==> config.mk <==
export PLATFORM = sky130hd
export DESIGN_NAME = tlb_ptw
export DESIGN_NICKNAME = d
export VERILOG_FILES = /design/src/rtl/tlb_ptw_pkg.sv /design/src/rtl/tlb_ptw_pte_decode.sv /design/src/rtl/tlb_ptw.sv
export SDC_FILE = /design/constraint.sdc
export NUM_CORES = 1
export LEC_CHECK = 0
export CELL_PAD_IN_SITES_DETAIL_PLACEMENT = 0
export CELL_PAD_IN_SITES_GLOBAL_PLACEMENT = 1
export CORE_ASPECT_RATIO = 0.7
export CORE_MARGIN = 3
export CORE_UTILIZATION = 34
export CTS_CLUSTER_DIAMETER = 40
export DETAILED_ROUTE_END_ITERATION = 10
export PLACE_DENSITY = 0.87
export RECOVER_POWER = 50
export SKIP_CTS_REPAIR_TIMING = 1
export SYNTH_ARGS = -nofsm -noshare
export SYNTH_HDL_FRONTEND = slang
export SYNTH_SLANG_ARGS = --single-unit
==> constraint.sdc <==
create_clock -name clk -period 3.9 [get_ports clk]
set_input_delay 0.78 -clock clk [delete_from_list [all_inputs] [get_ports clk]]
set_output_delay 0.78 -clock clk [all_outputs]
set_load 0.005 [all_outputs]
==> src/rtl/tlb_ptw_pkg.sv <==
// tlb_ptw_pkg: PTE bit positions, walker states and PTE address helper
package tlb_ptw_pkg;
  localparam int PTE_V = 0;
  localparam int PTE_R = 1;
  localparam int PTE_W = 2;
  typedef enum logic [2:0] {IDLE, L1_REQ, L1_WAIT, L0_REQ, L0_WAIT, RESP} state_t;
  function automatic logic [31:0] pte_addr(input logic [19:0] ppn, input logic [9:0] idx);
    return {ppn, idx, 2'b00};
  endfunction
endpackage

==> src/rtl/tlb_ptw_pte_decode.sv <==
// tlb_ptw_pte_decode: classifies a PTE word and folds level-1 leaves into 4 KiB PTEs
module tlb_ptw_pte_decode import tlb_ptw_pkg::*; (
  input  logic [31:0] pte,
  input  logic        lvl1,
  input  logic [9:0]  vpn0,
  output logic        is_invalid,
  output logic        is_pointer,
  output logic        is_leaf,
  output logic [31:0] folded_pte
);
  assign is_invalid = !pte[PTE_V];
  assign is_leaf    = pte[PTE_V] & (pte[PTE_R] | pte[PTE_W]);
  assign is_pointer = pte[PTE_V] & !(pte[PTE_R] | pte[PTE_W]);
  assign folded_pte = lvl1 & is_leaf ? {pte[31:22], vpn0, pte[11:0]} : pte;
endmodule

==> src/rtl/tlb_ptw.sv <==
// tlb_ptw: two-level page-table walker between the TLB miss channel and a memory read port
module tlb_ptw import tlb_ptw_pkg::*; #(
  parameter int unsigned TIMEOUT_CYCLES = 255
) (
  input  logic        clk,
  input  logic        rst,
  input  logic [19:0] satp_ppn_i,
  input  logic        ptw_req_valid_i,
  output logic        ptw_req_ready_o,
  input  logic [31:0] ptw_vaddr_i,
  output logic        ptw_resp_valid_o,
  input  logic        ptw_resp_ready_i,
  output logic [31:0] ptw_pte_o,
  output logic        mem_req_valid_o,
  input  logic        mem_req_ready_i,
  output logic [31:0] mem_addr_o,
  input  logic        mem_resp_valid_i,
  output logic        mem_resp_ready_o,
  input  logic [31:0] mem_rdata_i
);
  localparam logic [15:0] TLIM = 16'(TIMEOUT_CYCLES - 1);
  state_t state, state_n;
  logic [19:0] ppn, vpn;
  logic [31:0] result, folded, res_d;
  logic [15:0] cnt;
  logic alive, in_wait, resp_hit, timeout, is_invalid, is_pointer, is_leaf, unused_va;
  assign unused_va = ^ptw_vaddr_i[11:0];
  assign in_wait   = state == L1_WAIT || state == L0_WAIT;
  assign resp_hit  = in_wait & mem_resp_valid_i;
  assign timeout   = in_wait & !mem_resp_valid_i & (cnt == TLIM);
  assign res_d     = is_invalid | is_leaf ? folded : 32'h0;
  assign mem_addr_o = pte_addr(ppn, state == L1_REQ ? vpn[19:10] : vpn[9:0]);
  assign ptw_pte_o  = result;
  tlb_ptw_pte_decode u_dec (
    .pte        (mem_rdata_i),
    .lvl1       (state == L1_WAIT),
    .vpn0       (vpn[9:0]),
    .is_invalid (is_invalid),
    .is_pointer (is_pointer),
    .is_leaf    (is_leaf),
    .folded_pte (folded)
  );
  always_ff @(posedge clk)
    if (!rst) state <= IDLE;
    else state <= state_n;
  always_comb begin
    state_n = state;
    ptw_req_ready_o = 1'b0;
    mem_req_valid_o = 1'b0;
    mem_resp_ready_o = 1'b0;
    ptw_resp_valid_o = 1'b0;
    unique case (state)
      IDLE: begin
        ptw_req_ready_o = alive;
        if (alive && ptw_req_valid_i) state_n = L1_REQ;
      end
      L1_REQ: begin
        mem_req_valid_o = 1'b1;
        if (mem_req_ready_i) state_n = L1_WAIT;
      end
      L1_WAIT: begin
        mem_resp_ready_o = 1'b1;
        if (resp_hit) state_n = is_pointer ? L0_REQ : RESP;
        else if (timeout) state_n = RESP;
      end
      L0_REQ: begin
        mem_req_valid_o = 1'b1;
        if (mem_req_ready_i) state_n = L0_WAIT;
      end
      L0_WAIT: begin
        mem_resp_ready_o = 1'b1;
        if (resp_hit || timeout) state_n = RESP;
      end
      RESP: begin
        ptw_resp_valid_o = 1'b1;
        if (ptw_resp_ready_i) state_n = IDLE;
      end
      default: state_n = IDLE;
    endcase
  end
  // alive keeps the request port closed during the reset cycle itself
  always_ff @(posedge clk)
    if (!rst) begin
      alive  <= 1'b0;
      ppn    <= '0;
      vpn    <= '0;
      result <= '0;
      cnt    <= '0;
    end else begin
      alive <= 1'b1;
      if (ptw_req_ready_o && ptw_req_valid_i) begin
        ppn <= satp_ppn_i;
        vpn <= ptw_vaddr_i[31:12];
      end
      if (state == L1_WAIT && resp_hit && is_pointer) ppn <= mem_rdata_i[31:12];
      if (resp_hit) result <= res_d;
      else if (timeout) result <= '0;
      cnt <= in_wait ? cnt + 16'd1 : '0;
    end
endmodule

---- Word-level counts from Yosys, hierarchy flattened ----
Cells that the tools add are included.
operators by class
  add/subtract/negate cells ............... 1
  eq/ne operators ......................... 12
  multiplexer cells ....................... 21
  bitwise gates (word level) .............. 8
  reduce and logical (&&, ||, !) cells .... 16
operators with widths
  operator               number
  $mux 32                3
  $mux 20                2
  $mux 3                 8
  $mux 22                1
  $pmux 3 s6             1
  $add 16x1->16 const B  1
  $eq 16x8->1 const B    1
  $mux 10                1
  $ne 2x2->1 const B     4
  $and 1x1->1            6
  $eq 3x2->1 const B     2
  $eq 3x3->1 const B     2
  $reduce_and 6->1       1
  $mux 1                 5
  $logic_and 1x1->1      4
  $reduce_bool 2->1      2
  $reduce_or 2->1        2
  $eq 3x1->1 const B     1
  $logic_not 1->1        3
  $logic_not 3->1        1
  $ne 3x3->1 const B     1
  $logic_or 1x1->1       2
  $ne 2x1->1 const B     1
  $or 1x1->1             2
  $reduce_and 2->1       1
word-level totals
  bits in registers ....................... 92
  input port bits ......................... 90
  output and inout port bits .............. 68
  word-level logic and storage cells ...... 64

---- Logic depth before layout (Yosys ltp) ----
Gate-level depths: netlist (run 1).
  depth in word-level cells ............... 7
  gate-level depth with buffers ........... 7
  depth with buffers taken out ............ 6

---- Cells and area by module ----
A second synthesis (run 1) with hierarchy kept.
second synthesis, totals
  cell total of the unflattened synthesis .. 493
  area, all modules ....................... 4191.5 µm²
by module, submodules not included
  module              times used  cells an instance  area an instance (µm²)  seq. area each (µm²)
  tlb_ptw             1           456                3876.2                  1841.8
  tlb_ptw_pte_decode  1           37                 315.3                   0.0

---- Least setup slack after synthesis (run 1) ----
OpenSTA, ideal clock, no wires.
  kind .................................... reg-to-output
  from .................................... reg state[0]
  to ...................................... out mem_addr_o[10]
  data arrival time ....................... 1.376 ns
  data required time ...................... 3.120 ns
  setup slack ............................. 1.744 ns
  cell stages (with the launch flop) ...... 5
  buffers on the path ..................... 1
  cells stage by stage .................... dfxtp_1 buf_2 inv_1 nor3_4 mux2_2
between the ends
  cells in the longest elaborated chain, start to end .. 2
RTL lines
  what                    RTL line       text
  start, declared         tlb_ptw.sv:22  state_t state, state_n;
  start signal, assigned  tlb_ptw.sv:45  else state <= state_n;
  $eq 3x1->1              tlb_ptw.sv:32  assign mem_addr_o = pte_addr(ppn, state == L1_REQ ? vpn[19:10] : vpn[9:0]);
  $mux 10                 tlb_ptw.sv:32
  end, declared           tlb_ptw.sv:16  output logic [31:0] mem_addr_o,
No other way between the ends.

---- Final worst setup path (run 1) ----
  from .................................... reg state[0]
  to ...................................... out mem_addr_o[2]
Same word-level chain as after synthesis.

==> reports/results.ini, run 1 <==
[route]
drt_first_iter_violations = 197
ant_nets = 0
via_count = 3970
viasPerCell = 5.10
route.detailed.drc = 0
routed_wl_um = 12900
drt-wirelength-per-cell_um = 16.5
first_pass_iters = 4

[yosys]
synth_ff_type = dfxtp_1
synthCells = 499
synth_edf_count = 0
yosysTopAreaCell = dfxtp_1
synth_seq_cells = 92
synth-seq-area-share = 0.452
synth_most_common_cell = nand2_1
synth_common_cells = nand2_1 (107), dfxtp_1 (92), a21oi_1 (45)
synth_top_area_share = 0.452
synthArstFlopShare = 0
syn_avg_cell_area_um2 = 8.16
synthTopCellsByArea = dfxtp_1 (45%), nand2_1 (9.9%), a21oi_1 (5.5%)
syn_area_um2 = 4070
synth_cell_types = 49
yosys_warnings = 0

[floorplan]
initial_core_util = 0.359
dieArea_um2 = 13300
ios = 158
die_width_um = 137
rows = 32
coreArea_um2 = 11300
fp.dieH_um = 97.6

[clocking]
clk_pin_slew_ns = 0.06
ctsRootBufferMaster = clkbuf_16
clockBufferDepth = 2
clock_sinks = 92
numCtsBuffers = 9
htreeDepth = 3
cts_tree = yes
clkLatencyLatePin_ns = 0.34

[placed_design]
gp_congestion = 0.802
dp.cells = 763
post-dp-hpwl_um = 9340
portBuffers = 143

[pwr]
clkPwrFrac = 0.352
power_density_nw_per_um2 = 473
p_comb_frac = 0.250
intPower_uw = 2000
switching_share = 0.283
switchingPower_uw = 788
seqPwrFrac = 0.398
p_leak_uw = 0.00221
vdd_ir_drop_max_mv = 0.246

[global_routing]
grt_max_degree = 62
grt_pass1_wl_um = 20500
grt_pass1_vias = 3862
antenna_found_initial = 0
overflow = 0
grt_usage = 0.194

[timing]
finalMaxSlewViolations = 0
setup_viol = 0
worst_clock_skew_ns = 0.00700
hold_violations = 0
slew_headroom = 0.221
grt_setup_unrepaired = false
max_freq_ghz = 0.301
tightest_slew_ns = 1.17
fin_crit_sh = 0.852
finalSetupTns_ns = 0
post-route-min-period_ns = 3.32

[cells_and_area]
final_layout_size_suffix_gt1_frac = 0.0576
num_antenna_cells = 0
utilization = 0.520
final_nets = 713
area_delta_synth_final_pct = 44.8
final_cells = 778

[run]
cap_violations = 0

[setup_path]
path_class = register to output pin
critPathArrivalTime_ns = 2.54
crit_required_ns = 3.12
cp_max_fo = 11
cp-end-kind = output pin
cp-start-kind = register

[worst_hold_path]
hold_class = register to register

[outcome]
status = finished clean

power by group through the flow:
stage / combinational (µW) / clock, µW / sequential [µW]
after floorplan: 403 / 0 / 1100
after global placement: 707 / 0 / 1130
after detailed placement: 720 / 0 / 1130
after CTS: 724 / 998 / 1110
after global routing: 768 / 1030 / 1120
final: 696 / 980 / 1110
placed cells by master (no fill, tap or decap), types with 12 or more instances in the layout:
cell type | netlist | layout
a21oi_1 | 45 | 45
a22oi_1 | 12 | 12
clkdlybuf4s50_1 | 0 | 88
dfxtp_1 | 92 | 92
dlygate4sd3_1 | 0 | 54
nand2_1 | 107 | 107
nand3_1 | 31 | 32
nor2_1 | 24 | 24
o21ai_0 | 12 | 13
o22ai_1 | 22 | 22
cell families after synthesis:
kind of cell | synth area share
adder cells (fa/ha/maj) | 0.00614
other | 0.000921
multiplexers | 0.0326
AND/OR/NAND/NOR | 0.229
flip-flops | 0.452
XOR/XNOR | 0.0255
buffers and inverters | 0.0525
AO/OA/AOI/OAI | 0.201
worst paths after layout:
check | from | depth (start not counted) | end | slack (ns)
setup / recovery | state[0]$_SDFFE_PN0P_ | 4 | mem_addr_o[2] | 0.58
hold / removal | vpn[13]$_SDFFE_PN0P_ | 2 | vpn[13]$_SDFFE_PN0P_ | 0.45
setup reg to reg | state[2]$_SDFFE_PN0P_ | 5 | ppn[13]$_SDFFE_PN0P_ | 1.45
hold reg to reg | vpn[13]$_SDFFE_PN0P_ | 2 | vpn[13]$_SDFFE_PN0P_ | 0.45
worst max-delay path: stages (launching register included):
cell and delay [ns]:
dfxtp_1 0.56, inv_1 0.24, nor3_4 0.54, mux2_2 0.41, clkdlybuf4s50_1 0.45
per-layer routing:
| metal | global-route usage | routed length (µm) | share of wire |
|---|---|---|---|
| met1 | 0.278 | 5930 | 0.46 |
| met2 | 0.285 | 5640 | 0.44 |
| met3 | 0.0595 | 1150 | 0.089 |
| met4 | 0.0468 | 148 | 0.011 |
| met5 | 0 | 0 | 0 |
cell type report:
class,instances,area (µm²)
Inverter,7,26.3
Sequential cell,92,1840
Clock inverter,4,98.8
Tap cell,153,191
Multi-Input combinational cell,359,2020
Fill cell,1035,5440
Timing Repair Buffer,152,1490
Clock buffer,11,233
through the flow:
| stage | setup slack (ns) | hold WS (ns) | power [µW] | area (µm²) |
|---|---|---|---|---|
| finish | 0.576 | 0.450 | 2790 | 5900 |
| global route | 0.441 | 0.467 | 2920 | 5900 |
| CTS | 0.561 | 0.452 | 2830 | 5910 |
| detailed placement | 0.943 | 0.443 | 1850 | 5570 |
| global placement | 1.01 | 0.435 | 1830 | 5570 |
| floorplan | 1.74 | 0.425 | 1500 | 4080 |
state kept, by name, indices dropped and copies added (netlist names):
register and cells:
ppn 20, alive 1, vpn 20, cnt 16
state 3, ptw_pte_o 32
No activity file was read; power rests on OpenSTA's default activity.
==> run 2: changes to the inputs <==
--- a/config.mk
+++ b/config.mk
@@ -14,7 +14,9 @@
 export DETAILED_ROUTE_END_ITERATION = 10
 export PLACE_DENSITY = 0.87
 export RECOVER_POWER = 50
+export SETUP_SLACK_MARGIN = 0.15
 export SKIP_CTS_REPAIR_TIMING = 1
+export SKIP_LAST_GASP = 1
 export SYNTH_ARGS = -nofsm -noshare
 export SYNTH_HDL_FRONTEND = slang
 export SYNTH_SLANG_ARGS = --single-unit
==> results of run 2 <==
No change in the layout: final DEF, timing and power equal those of run 1.
